$ cat config.mk
export PLATFORM = sky130hd
export DESIGN_NAME = lnrv_icb_buf_flat
export DESIGN_NICKNAME = d
export VERILOG_FILES = /design/src/rtl/lnrv_icb_buf_if.sv /design/src/rtl/lnrv_icb_buf.sv /design/src/flat_wrapper.sv
export SDC_FILE = /design/constraint.sdc
export NUM_CORES = 1
export LEC_CHECK = 0
export BUFFER_PORTS_ARGS = -buffer_cell sky130_fd_sc_hd__buf_2
export CAP_MARGIN = 20
export CELL_PAD_IN_SITES_DETAIL_PLACEMENT = 0
export CELL_PAD_IN_SITES_GLOBAL_PLACEMENT = 1
export CORE_MARGIN = 3
export CORE_UTILIZATION = 40
export CTS_CLUSTER_SIZE = 12
export DETAILED_ROUTE_END_ITERATION = 12
export GPL_ROUTABILITY_DRIVEN = 0
export PLACE_DENSITY_LB_ADDON = 0.1
export SYNTH_ARGS = -nofsm -noshare
export SYNTH_HDL_FRONTEND = slang
export SYNTH_SLANG_ARGS = --single-unit
$ cat constraint.sdc
create_clock -name clk -period 4.15 [get_ports clk]
set_clock_uncertainty 0.05 [all_clocks]
set_input_delay 0.2075 -clock clk [delete_from_list [all_inputs] [get_ports clk]]
set_output_delay 0.2075 -clock clk [all_outputs]
set_load 0.005 [all_outputs]
$ cat src/rtl/lnrv_icb_buf_if.sv
// ICB bus bundle. There is one command channel and one response channel.
// Master drives commands and accepts responses; slave does the reverse.
`timescale 1ns/1ps
interface lnrv_icb_buf_if #(
  parameter int unsigned P_ADDR_WIDTH = 32,
  parameter int unsigned P_DATA_WIDTH = 32
);
  logic                      cmd_vld;
  logic                      cmd_rdy;
  logic                      cmd_write;
  logic [P_ADDR_WIDTH-1:0]   cmd_addr;
  logic [P_DATA_WIDTH-1:0]   cmd_wdata;
  logic [P_DATA_WIDTH/8-1:0] cmd_wstrb;
  logic                      rsp_vld;
  logic                      rsp_rdy;
  logic                      rsp_err;
  logic [P_DATA_WIDTH-1:0]   rsp_rdata;

  modport master (
    output cmd_vld, cmd_write, cmd_addr, cmd_wdata, cmd_wstrb, rsp_rdy,
    input  cmd_rdy, rsp_vld, rsp_err, rsp_rdata
  );

  modport slave (
    input  cmd_vld, cmd_write, cmd_addr, cmd_wdata, cmd_wstrb, rsp_rdy,
    output cmd_rdy, rsp_vld, rsp_err, rsp_rdata
  );
endinterface

$ cat src/rtl/lnrv_icb_buf.sv
// ICB buffer stage: a registered command FIFO and a registered response FIFO.
// An outstanding-transaction limit stops the response FIFO from overflowing.
`timescale 1ns/1ps
module lnrv_icb_buf #(
  parameter int unsigned P_ADDR_WIDTH = 32,
  parameter int unsigned P_DATA_WIDTH = 32,
  parameter int unsigned P_CMD_DEPTH  = 2,
  parameter int unsigned P_RSP_DEPTH  = 2
) (
  input  logic          clk,
  input  logic          reset_n,
  lnrv_icb_buf_if.slave  i_icb,
  lnrv_icb_buf_if.master o_icb
);

  localparam int unsigned STRB_W = P_DATA_WIDTH / 8;
  localparam int unsigned CMD_W  = 1 + P_ADDR_WIDTH + P_DATA_WIDTH + STRB_W;
  localparam int unsigned RSP_W  = 1 + P_DATA_WIDTH;
  localparam int unsigned CMD_PW = $clog2(P_CMD_DEPTH);
  localparam int unsigned RSP_PW = $clog2(P_RSP_DEPTH);
  localparam int unsigned OUT_W  = RSP_PW + 1;

  logic [CMD_W-1:0]  cmd_mem_q [P_CMD_DEPTH];
  logic [CMD_PW-1:0] cmd_wptr_q, cmd_wptr_d, cmd_rptr_q, cmd_rptr_d;
  logic [CMD_PW:0]   cmd_cnt_q, cmd_cnt_d;

  logic [RSP_W-1:0]  rsp_mem_q [P_RSP_DEPTH];
  logic [RSP_PW-1:0] rsp_wptr_q, rsp_wptr_d, rsp_rptr_q, rsp_rptr_d;
  logic [RSP_PW:0]   rsp_cnt_q, rsp_cnt_d;

  logic [OUT_W-1:0]  outst_q, outst_d;

  logic cmd_full_c, rsp_full_c;
  logic cmd_rdy_c, cmd_vld_c, rsp_rdy_c, rsp_vld_c;
  logic cmd_push_c, cmd_pop_c, rsp_push_c, rsp_pop_c;

  // Ready and valid come only from registered counts, so there is no combinational bypass.
  assign cmd_full_c = (cmd_cnt_q == (CMD_PW + 1)'(P_CMD_DEPTH));
  assign rsp_full_c = (rsp_cnt_q == (RSP_PW + 1)'(P_RSP_DEPTH));
  assign cmd_rdy_c  = !cmd_full_c && (outst_q < OUT_W'(P_RSP_DEPTH));
  assign cmd_vld_c  = (cmd_cnt_q != '0);
  assign rsp_rdy_c  = !rsp_full_c;
  assign rsp_vld_c  = (rsp_cnt_q != '0);

  assign cmd_push_c = i_icb.cmd_vld && cmd_rdy_c;
  assign cmd_pop_c  = cmd_vld_c && o_icb.cmd_rdy;
  assign rsp_push_c = o_icb.rsp_vld && rsp_rdy_c;
  assign rsp_pop_c  = rsp_vld_c && i_icb.rsp_rdy;

  assign i_icb.cmd_rdy = cmd_rdy_c;
  assign o_icb.cmd_vld = cmd_vld_c;
  assign {o_icb.cmd_write, o_icb.cmd_addr, o_icb.cmd_wdata, o_icb.cmd_wstrb} = cmd_mem_q[cmd_rptr_q];

  assign o_icb.rsp_rdy = rsp_rdy_c;
  assign i_icb.rsp_vld = rsp_vld_c;
  assign {i_icb.rsp_err, i_icb.rsp_rdata} = rsp_mem_q[rsp_rptr_q];

  always_comb begin
    cmd_wptr_d = cmd_wptr_q;
    cmd_rptr_d = cmd_rptr_q;
    rsp_wptr_d = rsp_wptr_q;
    rsp_rptr_d = rsp_rptr_q;
    if (cmd_push_c) cmd_wptr_d = cmd_wptr_q + CMD_PW'(1);
    if (cmd_pop_c)  cmd_rptr_d = cmd_rptr_q + CMD_PW'(1);
    if (rsp_push_c) rsp_wptr_d = rsp_wptr_q + RSP_PW'(1);
    if (rsp_pop_c)  rsp_rptr_d = rsp_rptr_q + RSP_PW'(1);
    cmd_cnt_d = cmd_cnt_q + (CMD_PW + 1)'(cmd_push_c) - (CMD_PW + 1)'(cmd_pop_c);
    rsp_cnt_d = rsp_cnt_q + (RSP_PW + 1)'(rsp_push_c) - (RSP_PW + 1)'(rsp_pop_c);
    // A command accept and a response return in the same cycle cancel each other.
    outst_d   = outst_q + OUT_W'(cmd_push_c) - OUT_W'(rsp_pop_c);
  end

  always_ff @(posedge clk or negedge reset_n) begin
    if (!reset_n) begin
      cmd_wptr_q <= '0;
      cmd_rptr_q <= '0;
      cmd_cnt_q  <= '0;
      rsp_wptr_q <= '0;
      rsp_rptr_q <= '0;
      rsp_cnt_q  <= '0;
      outst_q    <= '0;
    end else begin
      cmd_wptr_q <= cmd_wptr_d;
      cmd_rptr_q <= cmd_rptr_d;
      cmd_cnt_q  <= cmd_cnt_d;
      rsp_wptr_q <= rsp_wptr_d;
      rsp_rptr_q <= rsp_rptr_d;
      rsp_cnt_q  <= rsp_cnt_d;
      outst_q    <= outst_d;
    end
  end

  // Storage arrays have no reset; the head is only used while the FIFO is non-empty.
  always_ff @(posedge clk) begin
    if (cmd_push_c)
      cmd_mem_q[cmd_wptr_q] <= {i_icb.cmd_write, i_icb.cmd_addr, i_icb.cmd_wdata, i_icb.cmd_wstrb};
    if (rsp_push_c)
      rsp_mem_q[rsp_wptr_q] <= {o_icb.rsp_err, o_icb.rsp_rdata};
  end

endmodule

$ cat src/flat_wrapper.sv
// flat-port wrapper written by rule: the top's interface ports become plain ports
module lnrv_icb_buf_flat 
#(
  parameter int unsigned P_ADDR_WIDTH = 32,
  parameter int unsigned P_DATA_WIDTH = 32,
  parameter int unsigned P_CMD_DEPTH  = 2,
  parameter int unsigned P_RSP_DEPTH  = 2
)
  (clk, reset_n, i_icb_cmd_vld, i_icb_cmd_write, i_icb_cmd_addr, i_icb_cmd_wdata, i_icb_cmd_wstrb, i_icb_rsp_rdy, i_icb_cmd_rdy, i_icb_rsp_vld, i_icb_rsp_err, i_icb_rsp_rdata, o_icb_cmd_vld, o_icb_cmd_write, o_icb_cmd_addr, o_icb_cmd_wdata, o_icb_cmd_wstrb, o_icb_rsp_rdy, o_icb_cmd_rdy, o_icb_rsp_vld, o_icb_rsp_err, o_icb_rsp_rdata);
  lnrv_icb_buf_if #(.P_ADDR_WIDTH(P_ADDR_WIDTH), .P_DATA_WIDTH(P_DATA_WIDTH)) i_icb_i ();
  lnrv_icb_buf_if #(.P_ADDR_WIDTH(P_ADDR_WIDTH), .P_DATA_WIDTH(P_DATA_WIDTH)) o_icb_i ();
  input  logic clk;
  input  logic reset_n;
  input wire logic [$bits(i_icb_i.cmd_vld)-1:0] i_icb_cmd_vld;
  input wire logic [$bits(i_icb_i.cmd_write)-1:0] i_icb_cmd_write;
  input wire logic [$bits(i_icb_i.cmd_addr)-1:0] i_icb_cmd_addr;
  input wire logic [$bits(i_icb_i.cmd_wdata)-1:0] i_icb_cmd_wdata;
  input wire logic [$bits(i_icb_i.cmd_wstrb)-1:0] i_icb_cmd_wstrb;
  input wire logic [$bits(i_icb_i.rsp_rdy)-1:0] i_icb_rsp_rdy;
  output wire logic [$bits(i_icb_i.cmd_rdy)-1:0] i_icb_cmd_rdy;
  output wire logic [$bits(i_icb_i.rsp_vld)-1:0] i_icb_rsp_vld;
  output wire logic [$bits(i_icb_i.rsp_err)-1:0] i_icb_rsp_err;
  output wire logic [$bits(i_icb_i.rsp_rdata)-1:0] i_icb_rsp_rdata;
  output wire logic [$bits(o_icb_i.cmd_vld)-1:0] o_icb_cmd_vld;
  output wire logic [$bits(o_icb_i.cmd_write)-1:0] o_icb_cmd_write;
  output wire logic [$bits(o_icb_i.cmd_addr)-1:0] o_icb_cmd_addr;
  output wire logic [$bits(o_icb_i.cmd_wdata)-1:0] o_icb_cmd_wdata;
  output wire logic [$bits(o_icb_i.cmd_wstrb)-1:0] o_icb_cmd_wstrb;
  output wire logic [$bits(o_icb_i.rsp_rdy)-1:0] o_icb_rsp_rdy;
  input wire logic [$bits(o_icb_i.cmd_rdy)-1:0] o_icb_cmd_rdy;
  input wire logic [$bits(o_icb_i.rsp_vld)-1:0] o_icb_rsp_vld;
  input wire logic [$bits(o_icb_i.rsp_err)-1:0] o_icb_rsp_err;
  input wire logic [$bits(o_icb_i.rsp_rdata)-1:0] o_icb_rsp_rdata;
  assign i_icb_i.cmd_vld = i_icb_cmd_vld;
  assign i_icb_i.cmd_write = i_icb_cmd_write;
  assign i_icb_i.cmd_addr = i_icb_cmd_addr;
  assign i_icb_i.cmd_wdata = i_icb_cmd_wdata;
  assign i_icb_i.cmd_wstrb = i_icb_cmd_wstrb;
  assign i_icb_i.rsp_rdy = i_icb_rsp_rdy;
  assign i_icb_cmd_rdy = i_icb_i.cmd_rdy;
  assign i_icb_rsp_vld = i_icb_i.rsp_vld;
  assign i_icb_rsp_err = i_icb_i.rsp_err;
  assign i_icb_rsp_rdata = i_icb_i.rsp_rdata;
  assign o_icb_cmd_vld = o_icb_i.cmd_vld;
  assign o_icb_cmd_write = o_icb_i.cmd_write;
  assign o_icb_cmd_addr = o_icb_i.cmd_addr;
  assign o_icb_cmd_wdata = o_icb_i.cmd_wdata;
  assign o_icb_cmd_wstrb = o_icb_i.cmd_wstrb;
  assign o_icb_rsp_rdy = o_icb_i.rsp_rdy;
  assign o_icb_i.cmd_rdy = o_icb_cmd_rdy;
  assign o_icb_i.rsp_vld = o_icb_rsp_vld;
  assign o_icb_i.rsp_err = o_icb_rsp_err;
  assign o_icb_i.rsp_rdata = o_icb_rsp_rdata;
  lnrv_icb_buf #(.P_ADDR_WIDTH(P_ADDR_WIDTH), .P_DATA_WIDTH(P_DATA_WIDTH), .P_CMD_DEPTH(P_CMD_DEPTH), .P_RSP_DEPTH(P_RSP_DEPTH)) u_core (.clk(clk), .reset_n(reset_n), .i_icb(i_icb_i), .o_icb(o_icb_i));
endmodule
# Yosys cells after proc, flatten, opt, wreduce, memory -nomap -nowiden
# Memory sizes are Yosys's and may differ from the RTL's.
# Cells that the tools add are included.
# classes
addsub,10
order_cmp,1
eq_ne,2
muxes,4
reduce_logical,9
# ops
operator,count
2-bit by 1-bit adder with 2-bit output,3
2-bit by 1-bit subtractor with 2-bit output,3
1-bit logical AND,5
1-bit adder (second input constant),4
2-bit == test (second input constant),2
1-bit two-way mux,4
2-bit nonzero test,2
1-bit zero test,2
2-bit < comparator (second input constant),1
# totals
regBits,10
mem_bits_rw,204
inputBits,108
out_inout_bits,106
wordCells,35
mem_count,2
# memory_table
name,words,word_bits,rd,rd_ports_with_merged_regs,write_ports,line_no,rtl
u_core.cmd_mem_q,2,69,1,0,1,lnrv_icb_buf.sv:23,logic [CMD_W-1:0] cmd_mem_q [P_CMD_DEPTH];
u_core.rsp_mem_q,2,33,1,0,1,lnrv_icb_buf.sv:27,logic [RSP_W-1:0] rsp_mem_q [P_RSP_DEPTH];

# Longest topological paths before layout
# logic_depth
word_depth,6
ltp_mapped,7
ltp_nobuf,7

# Worst setup path after synthesis
# No wires, ideal clock.
# synth_timing
path_type,flip-flop to flip-flop
startpoint,register u_core.cmd_cnt_q[1]
endpoint,memory u_core.cmd_mem_q[0][0] (netlist name) (enable)
setup_time_ns,0.505
arrival_time_ns,3.901
t_required_ns,3.595
slack_ns,-0.306
path_stages_with_launch,4
synth_period_minus_slack_ns,4.456
cell_sequence,dfrtp_1 -> nor2b_4 -> nor3b_4 -> nor2b_1
# synth_between
elab_chain_cells,6
# synth_lines
item,line_no,rtl
"start, declared",lnrv_icb_buf.sv:25,"logic [CMD_PW:0] cmd_cnt_q, cmd_cnt_d;"
"start signal, assigned",lnrv_icb_buf.sv:85,cmd_cnt_q <= cmd_cnt_d;
2-bit == test,lnrv_icb_buf.sv:38,assign cmd_full_c = (cmd_cnt_q == (CMD_PW + 1)'(P_CMD_DEPTH));
1-bit zero test,lnrv_icb_buf.sv:40,assign cmd_rdy_c = !cmd_full_c && (outst_q < OUT_W'(P_RSP_DEPTH));
1-bit logical AND,lnrv_icb_buf.sv:40,
1-bit logical AND,lnrv_icb_buf.sv:45,assign cmd_push_c = i_icb.cmd_vld && cmd_rdy_c;
1-bit two-way mux,lnrv_icb_buf.sv:95,if (cmd_push_c)
1-bit two-way mux (implied by the code),lnrv_icb_buf.sv:96,"cmd_mem_q[cmd_wptr_q] <= {i_icb.cmd_write, i_icb.cmd_addr, i_icb.cmd_wdata, i_icb.cmd_wstrb};"
"end, declared",lnrv_icb_buf.sv:23,
# Every way passes these cells.

# Worst setup path in the final report
# layout_timing
startpoint,register u_core.cmd_rptr_q
endpoint,output port o_icb_cmd_wdata[24]
# layout_between
elab_chain_cells,1
# layout_lines
item,line_no,rtl
"start, declared",lnrv_icb_buf.sv:24,"logic [CMD_PW-1:0] cmd_wptr_q, cmd_wptr_d, cmd_rptr_q, cmd_rptr_d;"
"start signal, assigned",lnrv_icb_buf.sv:84,cmd_rptr_q <= cmd_rptr_d;
memory 2 x 69 bit,--,
"end, declared",flat_wrapper.sv:27,output wire logic [$bits(o_icb_i.cmd_wdata)-1:0] o_icb_cmd_wdata;
# Every way passes these cells.

==> qor_table.md <==
| Parameter | Reported |
|---|---|
| Bufs on Longest Clock Path | 3 |
| Most used cells in the layout excluding fill and tap cells | sky130_fd_sc_hd__buf_2 (213), sky130_fd_sc_hd__edfxtp_1 (204), sky130_fd_sc_hd__dlygate4sd3_1 (105) |
| Initial antenna violation count | 0 |
| Clock period minus worst slack | 2.435 ns |
| Max transition margin | 33.97% |
| Rows | 50 |
| IO Port Bufs | 213 |
| Power per cell area | 594.8 nW/um^2 |
| Result of the run | finished, final reports clean |
| Crit Reg-Reg Endpoint | u_core.cmd_mem_q[1][26] |
| Number of stages on the worst setup path | 2 |
| Source of the worst register-to-register timing path | u_core.cmd_cnt_q[1] |
| Synthesized Nets | 477 |
| Post-synthesis register bit count | 214 |
| Largest stage delay, worst path | 1.06 ns |
| Final net count | 812 |
| Register-to-Register Setup Slack | 1.99 ns |
| DRC violations left | 0 |
| Required time of the critical path | 3.89 ns |
| Pin slew with the least headroom to its limit | 0.9904 ns |
| Area growth from synthesis to final layout | 38.76% |
| Startpoint type of the worst setup path | register |
| Count of endpoints failing setup in the final report | 0 |
| Maximum resistive drop on vdd | 326.9 uV |
| Filler Cell Count | 1,550 |
| Worst setup path class | register to output port |
| Die Area | 21,450 um^2 |
| Sum of negative setup slack | 0 ns |
| Syn Std Cell Area | 7893 um^2 |
| Ordered cell list for the critical path | mux2_2 > buf_2 |
| Clock slew seen by the registers of the worst setup and hold paths | 0.06 ns |
| Worst hold path type | primary input to async pin |
| Worst-case setup margin in the final layout | 1.715 ns |
| Number of sinks on the clock net | 214 |
| Area of the core region | 19,020 um^2 |
| Arrival time at the worst endpoint | 2.18 ns |
| Critical path capture point | o_icb_cmd_wdata[24] |
| Top fanout value on the critical path | 70 |
| Antenna-violating nets left | 0 |
| X dimension of the die | 146.5 um |
| Pin count of the biggest net entering global routing | 71 |
| Share of post-route cells with drive strength above 1 | 49.30% |
| Leading cell type in the layout, fill and taps excluded | sky130_fd_sc_hd__buf_2 |
| Die Y-Extent | 146.5 um |
| Boundary pin count | 214 |
| Launching instance or port of the critical path | u_core.cmd_rptr_q |
| Per-cell routed wire length | 16.35 um |
| Depth of the worst register-to-register path | 3 |
| Cell count after placement | 830 |
| First-pass GRT wire length | 24.68 mm |
| Clock tree from TritonCTS | yes |
| H-tree depth reported by CTS | 1 |
| Number of library cell types mapped by synthesis | 23 |
| Clock insertion delay at the later pin of the skew report | 0.49 ns |
| Post-cts resize count | 0 |
| Initial cell density of the core | 41.50% |
| LEAKAGE | 4.139 nW |
| Final hold viol count | 0 |
| Cells after Synth | 365 |
| Worst Setup Slack post-DPL | 1.945 ns |
| Sequential area share after synthesis | 80.79% |
| Aggregate global routing overflow | 0 |
| Initial detailed-routing violation count | 190 |
| Final Hold Slack | 0.07815 ns |
| Root buf cell | sky130_fd_sc_hd__clkbuf_16 |
| Max-capacitance violation count | 0 |
| Final slew viol count | 0 |
| Number of warnings reported in the yosys synthesis log | 0 |
| Aggregate routed wire length | 15.92 mm |
| Pre-antenna DRT Iters | 4 |
| Fmax | 410.7 MHz |
| TritonCTS Buffers | 23 |
| Vias in the first global route | 4,717 |
| Endpoint type of the worst setup path | output port |
| Post-DR vias/cell | 4.511 |
| Largest delay contributor family on the critical path | flip-flops |
| Final Non-Filler Cells | 974 |
| Antenna fix cells | 0 |
| Post-route total power | 6.514 mW |
| Final clock period utilization by the worst path | 58.67% |
| Post-synthesis area per instance | 21.62 um^2 |
| Setup repair after global routing missed its margin | false |
| Sum of net half-perimeters after detailed placement | 10.17 mm |
| Slowest-stage cell, CP | sky130_fd_sc_hd__dfrtp_4 |
| Number of buffers and inverters on the critical path | 1 |
| GR Util All Layers | 14.31% |
| Routed via count | 4,394 |
## flip-flops by register name, indices dropped and copies added, names as in the netlist
name and flops:
u_core.cmd_mem_q 138, u_core.cmd_cnt_q 2, u_core.rsp_wptr_q 1, u_core.rsp_rptr_q 1, u_core.outst_q 2, u_core.rsp_cnt_q 2, u_core.cmd_rptr_q 1, u_core.rsp_mem_q 66
u_core.cmd_wptr_q 1
## worst min-delay path by stage
| stage | start | end | slack (ns) | depth (start not counted) |
|---|---|---|---|---|
| after floorplan | reset_n | u_core.cmd_cnt_q[0] | -0.14 | 0 |
| after global placement | reset_n | u_core.cmd_cnt_q[0] | 0.04 | 1 |
| after detailed placement | reset_n | u_core.cmd_cnt_q[1] | 0.05 | 1 |
| after CTS | reset_n | u_core.cmd_wptr_q | 0.05 | 2 |
| after global routing | i_icb_rsp_rdy | u_core.rsp_rptr_q | 0.09 | 3 |
| final | reset_n | u_core.cmd_wptr_q | 0.08 | 2 |
## power by group
part / internal, mW / switching [mW] / leakage (nW) / total [mW]
combinational: 0.940 / 0.732 / 1.85 / 1.67
sequential: 2.83 / 0.267 / 1.98 / 3.10
clock: 1.01 / 0.734 / 0.310 / 1.75
## kinds of logic after synthesis
group,synth area share (%)
DFF,80.79
muxes,14.68
buffers and inverters,1.252
and+or+nand+nor,1.443
xor gates and xnor gates,1.110
adders and majority gates,0.6341
AOI/OAI and AO/OA,0.09515
## what timing repair did
action / CTS / global route
buffers inserted: 0 / 0
hold buffers: 105 / 0
endpoints found under the hold margin: 216 / 0
## metal layers
layer | vias to the layer above | global-route usage [%] | wire, um
met5 | - | 0 | 0
met4 | 0 | 3.622 | 327
met3 | 22 | 4.035 | 1058
met2 | 148 | 24.45 | 7755
met1 | 2122 | 18.12 | 6782
li1 | 2102 | - | -
## metrics by stage
step	util [%]	cell area, um^2
6_report	57.59	10950
5_1_grt	57.59	10950
4_1_cts	57.59	10950
3_5_place_dp	48.70	9263
3_3_place_gp	48.70	9263
2_1_floorplan	-	7895
## cells in the mapped netlist, drive strengths merged
master	number	area, um^2
and2	3	21.27
and3	1	6.260
buf	12	80.08
dfrtp	10	250.2
edfxtp	204	6126
ha	4	50.05
inv	5	18.77
mux2	102	1149
mux2i	1	10.01
nand2	2	7.510
nand2b	2	12.51
nor2	2	7.510
nor2b	2	20.02
nor3b	2	26.28
o21bai	1	7.510
or2	2	12.52
xnor2	6	52.55
xor2	4	35.03
## layout make-up
type,instances,area (um^2),area share [%]
inverter,5,18.77,0.1714
multi-input combinational,134,1430,13.06
sequential,214,6380,58.25
tap,260,325.3,2.970
clock buffer,31,605.6,5.530
clock inverter,8,32.53,0.2970
timing repair buffer,322,2160,19.72
Power figures use the tool's default switching activity.
